**src/rtl/fft_twiddle_seq_pkg.sv**
```systemverilog
// Shared FFT definitions: default table depth, twiddle index width and the
// sequencer state encoding used by fft_twiddle_seq and the twiddle lookups.
package fft_twiddle_seq_pkg;

  localparam int FFT_MAX_LOG2N = 7;
  localparam int TW_IDX_W      = FFT_MAX_LOG2N;

  typedef enum logic [1:0] {
    ST_IDLE  = 2'd0,
    ST_ISSUE = 2'd1,
    ST_GAP   = 2'd2,
    ST_FIN   = 2'd3
  } fsm_state_e;

endpackage

```
**src/rtl/fft_twiddle_seq_bf_addr_gen.sv**
```systemverilog
// Combinational DIF butterfly addressing: (L, s, c) -> operand pair and the
// full-circle twiddle index scaled to the 2^MAX_LOG2N table.
module fft_bf_addr_gen
  import fft_twiddle_seq_pkg::*;
#(
  parameter int MAX_LOG2N = FFT_MAX_LOG2N
) (
  input  logic [2:0]           log2n,
  input  logic [2:0]           stage,
  input  logic [MAX_LOG2N-1:0] cnt,
  output logic [MAX_LOG2N-1:0] addr_a,
  output logic [MAX_LOG2N-1:0] addr_b,
  output logic [MAX_LOG2N-1:0] tw_idx
);

  localparam logic [2:0]           MAX_L   = 3'(MAX_LOG2N);
  localparam logic [MAX_LOG2N-1:0] ADDR_ONE = {{(MAX_LOG2N-1){1'b0}}, 1'b1};

  logic [2:0]           span_sh;
  logic [2:0]           tw_sh;
  logic [MAX_LOG2N-1:0] span;
  logic [MAX_LOG2N-1:0] pos;
  logic [MAX_LOG2N-1:0] grp;

  // span is a power of two, so mod/div reduce to mask/shift
  always_comb begin
    span_sh = log2n - stage - 3'd1;
    tw_sh   = MAX_L - log2n;
    span    = ADDR_ONE << span_sh;
    pos     = cnt & (span - ADDR_ONE);
    grp     = cnt >> span_sh;
    addr_a  = (grp << (span_sh + 3'd1)) | pos;
    addr_b  = addr_a + span;
    tw_idx  = (pos << stage) << tw_sh;
  end

endmodule

```
**src/rtl/fft_twiddle_seq.sv**
```systemverilog
// FFT stage/butterfly sequencer: walks stages and butterflies of a DIF
// transform, issuing registered descriptors over a valid/ready handshake.
module fft_twiddle_seq
  import fft_twiddle_seq_pkg::*;
#(
  parameter int MAX_LOG2N = FFT_MAX_LOG2N,
  parameter int STAGE_GAP = 2
) (
  input  logic                 clk,
  input  logic                 rst_n,
  input  logic                 start,
  input  logic                 abort,
  input  logic [2:0]           cfg_log2n,
  output logic                 busy,
  output logic                 done,
  output logic                 cfg_err,
  output logic                 bf_valid,
  input  logic                 bf_ready,
  output logic [2:0]           bf_stage,
  output logic [MAX_LOG2N-1:0] bf_addr_a,
  output logic [MAX_LOG2N-1:0] bf_addr_b,
  output logic [MAX_LOG2N-1:0] tw_idx,
  output logic                 bf_last
);

  localparam logic [2:0]           MAX_L    = 3'(MAX_LOG2N);
  localparam logic [3:0]           GAP_LAST = 4'(STAGE_GAP - 1);
  localparam logic [MAX_LOG2N-1:0] CNT_ONE  = {{(MAX_LOG2N-1){1'b0}}, 1'b1};

  fsm_state_e           state_q, state_d;
  logic [2:0]           log2n_q, log2n_d;
  logic [2:0]           stage_q, stage_d;
  logic [MAX_LOG2N-1:0] cnt_q, cnt_d;
  logic [3:0]           gap_q, gap_d;

  logic                 busy_q, busy_d;
  logic                 done_q, done_d;
  logic                 cfg_err_q, cfg_err_d;
  logic                 bf_valid_q, bf_valid_d;
  logic                 bf_last_q, bf_last_d;
  logic [2:0]           bf_stage_q, bf_stage_d;
  logic [MAX_LOG2N-1:0] bf_addr_a_q, bf_addr_a_d;
  logic [MAX_LOG2N-1:0] bf_addr_b_q, bf_addr_b_d;
  logic [MAX_LOG2N-1:0] tw_idx_q, tw_idx_d;

  logic                 hs;
  logic                 cfg_legal;
  logic [MAX_LOG2N-1:0] cnt_last_q;
  logic [MAX_LOG2N-1:0] cnt_last_d;
  logic [MAX_LOG2N-1:0] gen_addr_a;
  logic [MAX_LOG2N-1:0] gen_addr_b;
  logic [MAX_LOG2N-1:0] gen_tw_idx;

  assign hs         = bf_valid_q & bf_ready;
  assign cfg_legal  = (cfg_log2n >= 3'd3) && (cfg_log2n <= MAX_L);
  assign cnt_last_q = (CNT_ONE << (log2n_q - 3'd1)) - CNT_ONE;
  assign cnt_last_d = (CNT_ONE << (log2n_d - 3'd1)) - CNT_ONE;

  always_comb begin
    state_d   = state_q;
    log2n_d   = log2n_q;
    stage_d   = stage_q;
    cnt_d     = cnt_q;
    gap_d     = gap_q;
    cfg_err_d = 1'b0;
    case (state_q)
      ST_IDLE: begin
        if (start && !abort) begin
          if (cfg_legal) begin
            state_d = ST_ISSUE;
            log2n_d = cfg_log2n;
            stage_d = 3'd0;
            cnt_d   = '0;
            gap_d   = 4'd0;
          end else begin
            cfg_err_d = 1'b1;
          end
        end
      end
      ST_ISSUE: begin
        if (hs) begin
          if (cnt_q == cnt_last_q) begin
            cnt_d = '0;
            if (stage_q == log2n_q - 3'd1) begin
              state_d = ST_FIN;
            end else if (STAGE_GAP == 0) begin
              stage_d = stage_q + 3'd1;
            end else begin
              state_d = ST_GAP;
              gap_d   = 4'd0;
            end
          end else begin
            cnt_d = cnt_q + CNT_ONE;
          end
        end
      end
      ST_GAP: begin
        if (gap_q == GAP_LAST) begin
          state_d = ST_ISSUE;
          stage_d = stage_q + 3'd1;
          gap_d   = 4'd0;
        end else begin
          gap_d = gap_q + 4'd1;
        end
      end
      ST_FIN: begin
        state_d = ST_IDLE;
      end
      default: begin
        state_d = ST_IDLE;
      end
    endcase
    // abort outranks any handshake in flight
    if (abort && (state_q != ST_IDLE)) begin
      state_d = ST_IDLE;
      stage_d = 3'd0;
      cnt_d   = '0;
      gap_d   = 4'd0;
    end
  end

  fft_bf_addr_gen #(
    .MAX_LOG2N (MAX_LOG2N)
  ) u_addr_gen (
    .log2n  (log2n_d),
    .stage  (stage_d),
    .cnt    (cnt_d),
    .addr_a (gen_addr_a),
    .addr_b (gen_addr_b),
    .tw_idx (gen_tw_idx)
  );

  // Descriptor registers are loaded from next-state values, so a stall
  // (no counter change) naturally holds them stable.
  always_comb begin
    busy_d      = (state_d != ST_IDLE);
    done_d      = (state_d == ST_FIN);
    bf_valid_d  = (state_d == ST_ISSUE);
    bf_stage_d  = bf_valid_d ? stage_d : 3'd0;
    bf_addr_a_d = bf_valid_d ? gen_addr_a : '0;
    bf_addr_b_d = bf_valid_d ? gen_addr_b : '0;
    tw_idx_d    = bf_valid_d ? gen_tw_idx : '0;
    bf_last_d   = bf_valid_d && (stage_d == log2n_d - 3'd1) && (cnt_d == cnt_last_d);
  end

  always_ff @(posedge clk) begin
    if (!rst_n) begin
      state_q     <= ST_IDLE;
      log2n_q     <= 3'd0;
      stage_q     <= 3'd0;
      cnt_q       <= '0;
      gap_q       <= 4'd0;
      busy_q      <= 1'b0;
      done_q      <= 1'b0;
      cfg_err_q   <= 1'b0;
      bf_valid_q  <= 1'b0;
      bf_last_q   <= 1'b0;
      bf_stage_q  <= 3'd0;
      bf_addr_a_q <= '0;
      bf_addr_b_q <= '0;
      tw_idx_q    <= '0;
    end else begin
      state_q     <= state_d;
      log2n_q     <= log2n_d;
      stage_q     <= stage_d;
      cnt_q       <= cnt_d;
      gap_q       <= gap_d;
      busy_q      <= busy_d;
      done_q      <= done_d;
      cfg_err_q   <= cfg_err_d;
      bf_valid_q  <= bf_valid_d;
      bf_last_q   <= bf_last_d;
      bf_stage_q  <= bf_stage_d;
      bf_addr_a_q <= bf_addr_a_d;
      bf_addr_b_q <= bf_addr_b_d;
      tw_idx_q    <= tw_idx_d;
    end
  end

  assign busy      = busy_q;
  assign done      = done_q;
  assign cfg_err   = cfg_err_q;
  assign bf_valid  = bf_valid_q;
  assign bf_last   = bf_last_q;
  assign bf_stage  = bf_stage_q;
  assign bf_addr_a = bf_addr_a_q;
  assign bf_addr_b = bf_addr_b_q;
  assign tw_idx    = tw_idx_q;

endmodule

```
**config.mk**
```make
export PLATFORM = sky130hd
export DESIGN_NAME = fft_twiddle_seq
export DESIGN_NICKNAME = d
export VERILOG_FILES = /design/src/rtl/fft_twiddle_seq_pkg.sv /design/src/rtl/fft_twiddle_seq_bf_addr_gen.sv /design/src/rtl/fft_twiddle_seq.sv
export SDC_FILE = /design/constraint.sdc
export NUM_CORES = 1
export LEC_CHECK = 0
export ABC_AREA = 1
export BUFFER_PORTS_ARGS = -buffer_cell sky130_fd_sc_hd__buf_4
export CAP_MARGIN = 40
export CORE_MARGIN = 1
export CORE_UTILIZATION = 37
export CTS_CLUSTER_SIZE = 10
export DETAILED_ROUTE_END_ITERATION = 8
export SLEW_MARGIN = 20
export SYNTH_ARGS = -nofsm -noshare
export SYNTH_HDL_FRONTEND = slang
export SYNTH_SLANG_ARGS = --single-unit
```
**constraint.sdc**
```tcl
create_clock -name clk -period 13.63 [get_ports clk]
set_input_delay 0 -clock clk [delete_from_list [all_inputs] [get_ports clk]]
set_output_delay 0 -clock clk [all_outputs]
set_load 0.05 [all_outputs]
```
; Word-level counts from Yosys, hierarchy flattened
; Index checks and enable logic that the tools add are counted.
[totals]
mem_bits_rw = 0
regBits = 48
wordCells = 99
input_bits = 8
output_inout_bits = 29
latchBits = 0
n_memories = 0
mem_bits_ro = 0
[op_classes]
n_addsub = 13
reduce_logical = 14
bitwise = 4
muxes = 30
div_mod_pow = 0
mul = 0
eq_ne = 15
order_cmp = 2
shift = 7
[op_table]
columns = op, n
row1 = $mux 7, 5
row2 = $mux 4, 6
row3 = $mux 3, 7
row4 = $shl 1x3->7 const A, 3
row5 = $shl 7x3->7, 3
row6 = $sub 7x1->7 const B, 3
row7 = $eq 7x7->1, 2
row8 = $pmux 7 s2, 1
row9 = $mux 2, 6
row10 = $pmux 4 s3, 1
row11 = $ne 2x2->1 const B, 5
row12 = $sub 3x1->3 const B, 3
row13 = $pmux 2 s4, 1
row14 = $add 7x1->7 const B, 1
row15 = $add 7x7->7, 1
row16 = $and 7x7->7, 1
row17 = $or 7x7->7, 1
row18 = $shr 7x3->7, 1
row19 = $add 3x1->3 const B, 2
row20 = $eq 2x2->1 const B, 3
row21 = $eq 3x3->1, 2
row22 = $pmux 3 s2, 1
row23 = $reduce_and 6->1, 1
row24 = $logic_and 1x1->1, 5
row25 = other kinds (17), 20

; Longest topological paths before layout
[depth]
depth_word = 13
ltp_mapped = 40
mapped_depth_nobuf = 40

; By module
; From an unflattened synthesis, not the netlist that was laid out.
[hier_totals]
hier_cells = 705
area_unflattened_um2 = 4287.9
[by_module_without_submodules]
columns = mod, area_per_inst_um2, n_inst, cells_per_inst, seq_area_each_um2
row1 = fft_twiddle_seq, 2916.5, 1, 432, 960.9
row2 = fft_bf_addr_gen, 1371.3, 1, 273, 0.0

; Worst setup path before layout
; No wires, ideal clock.
[synth_path]
path_type = flip-flop to flip-flop
from = register gap_q[0]
to = register bf_addr_b_q[6], in the netlist bf_addr_b[6]
setup_ns = 0.115
t_required_ns = 13.515
slack_ns = 8.965
synth_period_minus_slack_ns = 4.665
n_path_buf = 2
t_arrival_ns = 4.550
stages_incl_launch_ff = 31
cell_sequence = dfxtp_1 ha_1 nand2_1 nor2_1 nand2_2 a21oi_1 inv_2 ha_1 clkbuf_1 inv_1 clkbuf_1 ha_1 inv_1 nor2_2 inv_2 ha_1 inv_1 nand2_2 nand2_1 fa_1 a21oi_1 nor2_1 nor2_1 inv_1 nand2_1 nand2_1 a21oi_1 xnor2_1 nand3_1 nand2_1 nor2_1
[synth_via]
elab_chain_cells = 11
elab_cells_between_ends = 19
cone_classes = 5 x add/sub / 2 x eq/ne / 3 x shift / 6 x mux / 2 x bitwise / 1 x reduce/logical
[synth_rtl]
columns = element, line
row1 = start: declaration, fft_twiddle_seq.sv:34  ; logic [3:0] gap_q, gap_d;
row2 = start signal: assignment, fft_twiddle_seq.sv:167  ; gap_q <= gap_d;
row3 = $eq 4x1->1 (*), fft_twiddle_seq.sv:98  ; if (gap_q == GAP_LAST) begin
row4 = $mux 3 (*), fft_twiddle_seq.sv:98
row5 = $pmux 3 s2 (*), fft_twiddle_seq.sv:66  ; case (state_q)
row6 = $mux 3 (*), fft_twiddle_seq.sv:114  ; if (abort && (state_q != ST_IDLE)) begin
row7 = $sub 3x3->3 (*), fft_twiddle_seq_bf_addr_gen.sv:27  ; span_sh = log2n - stage - 3'd1;
row8 = $sub 3x1->3 (*), fft_twiddle_seq_bf_addr_gen.sv:27
row9 = $shl 1x3->7, fft_twiddle_seq_bf_addr_gen.sv:29  ; span = ADDR_ONE << span_sh;
row10 = $sub 7x1->7, fft_twiddle_seq_bf_addr_gen.sv:30  ; pos = cnt & (span - ADDR_ONE);
row11 = $and 7x7->7, fft_twiddle_seq_bf_addr_gen.sv:30
row12 = $or 7x7->7 (*), fft_twiddle_seq_bf_addr_gen.sv:32  ; addr_a = (grp << (span_sh + 3'd1)) | pos;
row13 = named net gen_addr_a[1], fft_twiddle_seq.sv:50  ; logic [MAX_LOG2N-1:0] gen_addr_a;
row14 = $add 7x7->7 (*), fft_twiddle_seq_bf_addr_gen.sv:33  ; addr_b = addr_a + span;
row15 = end signal: assignment, fft_twiddle_seq.sv:175  ; bf_addr_b_q <= bf_addr_b_d;
row16 = end: declaration, fft_twiddle_seq.sv:43  ; logic [MAX_LOG2N-1:0] bf_addr_b_q, bf_addr_b_d;
; Mark *: on every way through the listed nets, which the timed path passes. The rest lies on a longest branch.
; A chain may end at the register's enable or synchronous reset.

; Worst setup path after layout
; Ends and elaborated chain as after synthesis.

==> results.ini <==
[pwr]
power.switching_w = 0.000182
leakagePower_nw = 2.25
p_per_area_nw_per_um2 = 97.2
p_int_w = 0.000260
p_seq_share_pct = 33.7
swShare_pct = 41.2
peakVddDrop_mv = 0.0611
comb_power_share_pct = 42.8
pwr-share-clk_pct = 23.5

[setup_path]
crit_path_max_fanout = 19
r2r_start = gap_q[0]
slowest_delay_ns = 0.75
end_kind = flip-flop
r2r_cells = 31
crit_required_ns = 13.84
rrSetupSlack_ns = 8.17
start_kind = flip-flop
cp_common_cell = nand2_1
cp_slowest_cell = ha_1
path_class = flip-flop to flip-flop
cp.arrival_ns = 5.67
r2r_end = bf_addr_b[6]

[synth]
synth_nets = 671
synthArstFlopShare_pct = 0
yosysUniqueCellTypes = 47
yosysSeqAreaShare_pct = 23.6
ys.flop_type = dfxtp_1
syn_area_per_cell_um2 = 6.46
synth_top_area_share_pct = 23.6
ys_warn_count = 0
yosys.area.top_type = dfxtp_1
synth_cells = 630
syn_area_um2 = 4070
synth.area.top_cells = dfxtp_1, nand2_1, nand3_1, ha_1, inv_1
synth_edf_count = 0
ys_ff_latch = 48

[clock_network]
hold_buffers = 0
ctsResizeCount = 0
cts_made_buffers = 5
cts-root-buf = clkbuf_8
cts_buffer_depth = 2
clock_latency_ns = 0.31
clock_sinks = 48
clk_pin_slew_ns = 0.10
cts_tree = done
htree_levels = 2
post-cts-setup-buffers = 0

[floorplanning]
die_area_um2 = 11400
core_um2 = 10500
std_cell_rows = 37
start_util_pct = 38.7
die_w_um = 107
io_pins = 37
fp.dieH_um = 107

[route]
drt_first_pass_iters = 4
dr_total_vias = 4074
wl_per_cell_um = 13.4
drt_iter0_drc = 213
drc = 0
vias_per_cell = 5.11
ant_nets = 0
finalWirelength_mm = 10.7

[timing]
fin_crit_sh_pct = 40.0
hold_viol = 0
finalSetupViolCount = 0
max_slew_margin_pct = 53.9
rsz0062_at_grt = no
fin_skew_ns = 0.0102
fin_crit_ns = 5.46
final.setup.tns_ns = 0
worst_pin_slew_ns = 0.691
fmax_mhz = 183
finalMaxSlewViolations = 0

[finish]
diodes = 0
fillers = 1097
final_nets = 702
syn_to_final_growth_pct = 11.7
register_area_um2 = 961
fin_area_um2 = 4550
layout-drive-gt1-share_pct = 14.5
multiInputGateArea_um2 = 2680

[status]
status = finished clean

[grt]
first_global_vias = 3715
grt_pass1_wl_mm = 17.8
grtUsageTotal_pct = 19.5
grt_max_degree = 20
overflow = 0
antenna_found_initial = 0

[placement]
placed_area_um2 = 4440
globalplace.congestion = 0.913
io_buffers = 36
dp_hpwl_mm = 8.49

[min_path]
hold_class = input port to flip-flop
hold_depth = 4
min_to = cfg_err
min_from = abort

[run]
maxCapViolations = 0

[power groups by stage]
stage / clock network, W / logic [W] / registers [W]
final: 0.000104 / 0.000189 / 0.000149
after global routing: 0.000111 / 0.000212 / 0.000150
after CTS: 0.000108 / 0.000189 / 0.000149
after detailed placement: 0 / 0.000188 / 0.000152
after global placement: 0 / 0.000185 / 0.000152
after floorplan: 0 / 0.000139 / 0.000163
[per-layer routing]
metal	global-route usage [%]	part of all wire, %	vias up
met5	0	0	-
met4	4.89	1.7	0
met3	2.86	3.7	12
met2	34.2	47	89
met1	24.9	47	1865
li1	-	-	2108
[cell usage after synthesis, drive strengths merged, types with 3 or more instances]
cell type    n
clkbuf       6
buf          9
xnor2        3
nand3       84
o21ai       31
nor2        58
a21oi       30
xor2        13
nor3b        3
inv         87
a211oi       3
nor3         7
o2111ai      3
ha          31
a31oi        5
nand2      175
nand4       10
nor4         3
dfxtp       48
[worst max path at each step]
stage	endpoint	startpoint	slack [ns]	depth (start not counted)
after CTS	bf_addr_b[6]	gap_q[0]	8.26	31
after floorplan	bf_addr_b[6]	gap_q[0]	8.96	30
after global routing	bf_addr_b[6]	gap_q[0]	7.65	31
final	bf_addr_b[6]	gap_q[0]	8.17	31
after detailed placement	bf_addr_b[6]	gap_q[0]	8.27	31
after global placement	bf_addr_b[6]	gap_q[0]	8.47	28
[placed cells by master, fill, tap and decap left out, types with 2 or more instances in the layout]
master       n
a211oi_1     3
a21oi_1     28
a31oi_1      5
buf_4       39
clkbuf_8     5
clkinv_1     2
dfxtp_1     48
fa_1         2
ha_1        31
inv_1       75
inv_2       12
nand2_1    159
nand2_2     14
nand2_4      2
nand3_1     80
nand3_2      4
nand4_1      9
nor2_1      50
nor2_2       3
nor2_4       5
nor3_1       7
nor3b_1      3
nor4_1       2
o2111ai_1    3
o211ai_2     2
o21ai_0     24
o21ai_1      6
o21bai_1     2
o22ai_1      2
or2_2        2
xnor2_1      3
xor2_1      13
[stage by stage]
step | setup slack [ns] | instances | util (%) | total power (W) | hold slack [ns]
floorplan | 8.96 | 630 | - | 0.000302 | 0.192
global placement | 8.47 | 790 | 42.3 | 0.000337 | 0.323
CTS | 8.26 | 798 | 43.3 | 0.000445 | 0.00384
global route | 7.65 | 798 | 43.3 | 0.000473 | 0.0190
detailed placement | 8.27 | 790 | 42.3 | 0.000340 | 0.328
finish | 8.17 | 798 | 43.3 | 0.000442 | 0.00746
[final cells by class]
type | count | area share [%]
inverters | 89 | 7.35
multi-input cells | 478 | 59.0
repair buffers | 39 | 6.44
well taps | 136 | 3.74
flip-flops and latches | 48 | 21.1
clock inverters | 2 | 0.770
clock buffers | 6 | 1.60
[worst max-delay path: cells and delay by family, from the launching register on]
| family | cells | cell delay [ns] |
|---|---|---|
| flops | 1 | 0.39 |
| fa+ha+maj | 5 | 1.71 |
| buf+inv | 7 | 0.98 |
| compound gates | 4 | 0.97 |
| xor+xnor | 1 | 0.16 |
| simple gates | 14 | 1.16 |
[cell families after synthesis]
group / after synthesis / share of synthesized area [%]
buf+inv: 104 / 10.5
flops: 48 / 23.6
xor+xnor: 16 / 3.44
simple gates: 347 / 39.9
compound gates: 82 / 12.1
fa+ha+maj: 33 / 10.5
[sequential cells by signal (all words and copies together), names as in the netlist, 2 cells and up]
| name | count |
|---|---|
| bf_addr_a | 7 |
| bf_addr_b | 7 |
| bf_stage | 3 |
| cnt_q | 7 |
| gap_q | 4 |
| log2n_q | 3 |
| stage_q | 3 |
| state_q | 2 |
| tw_idx | 7 |
No activity file was read; power rests on OpenSTA's default activity.
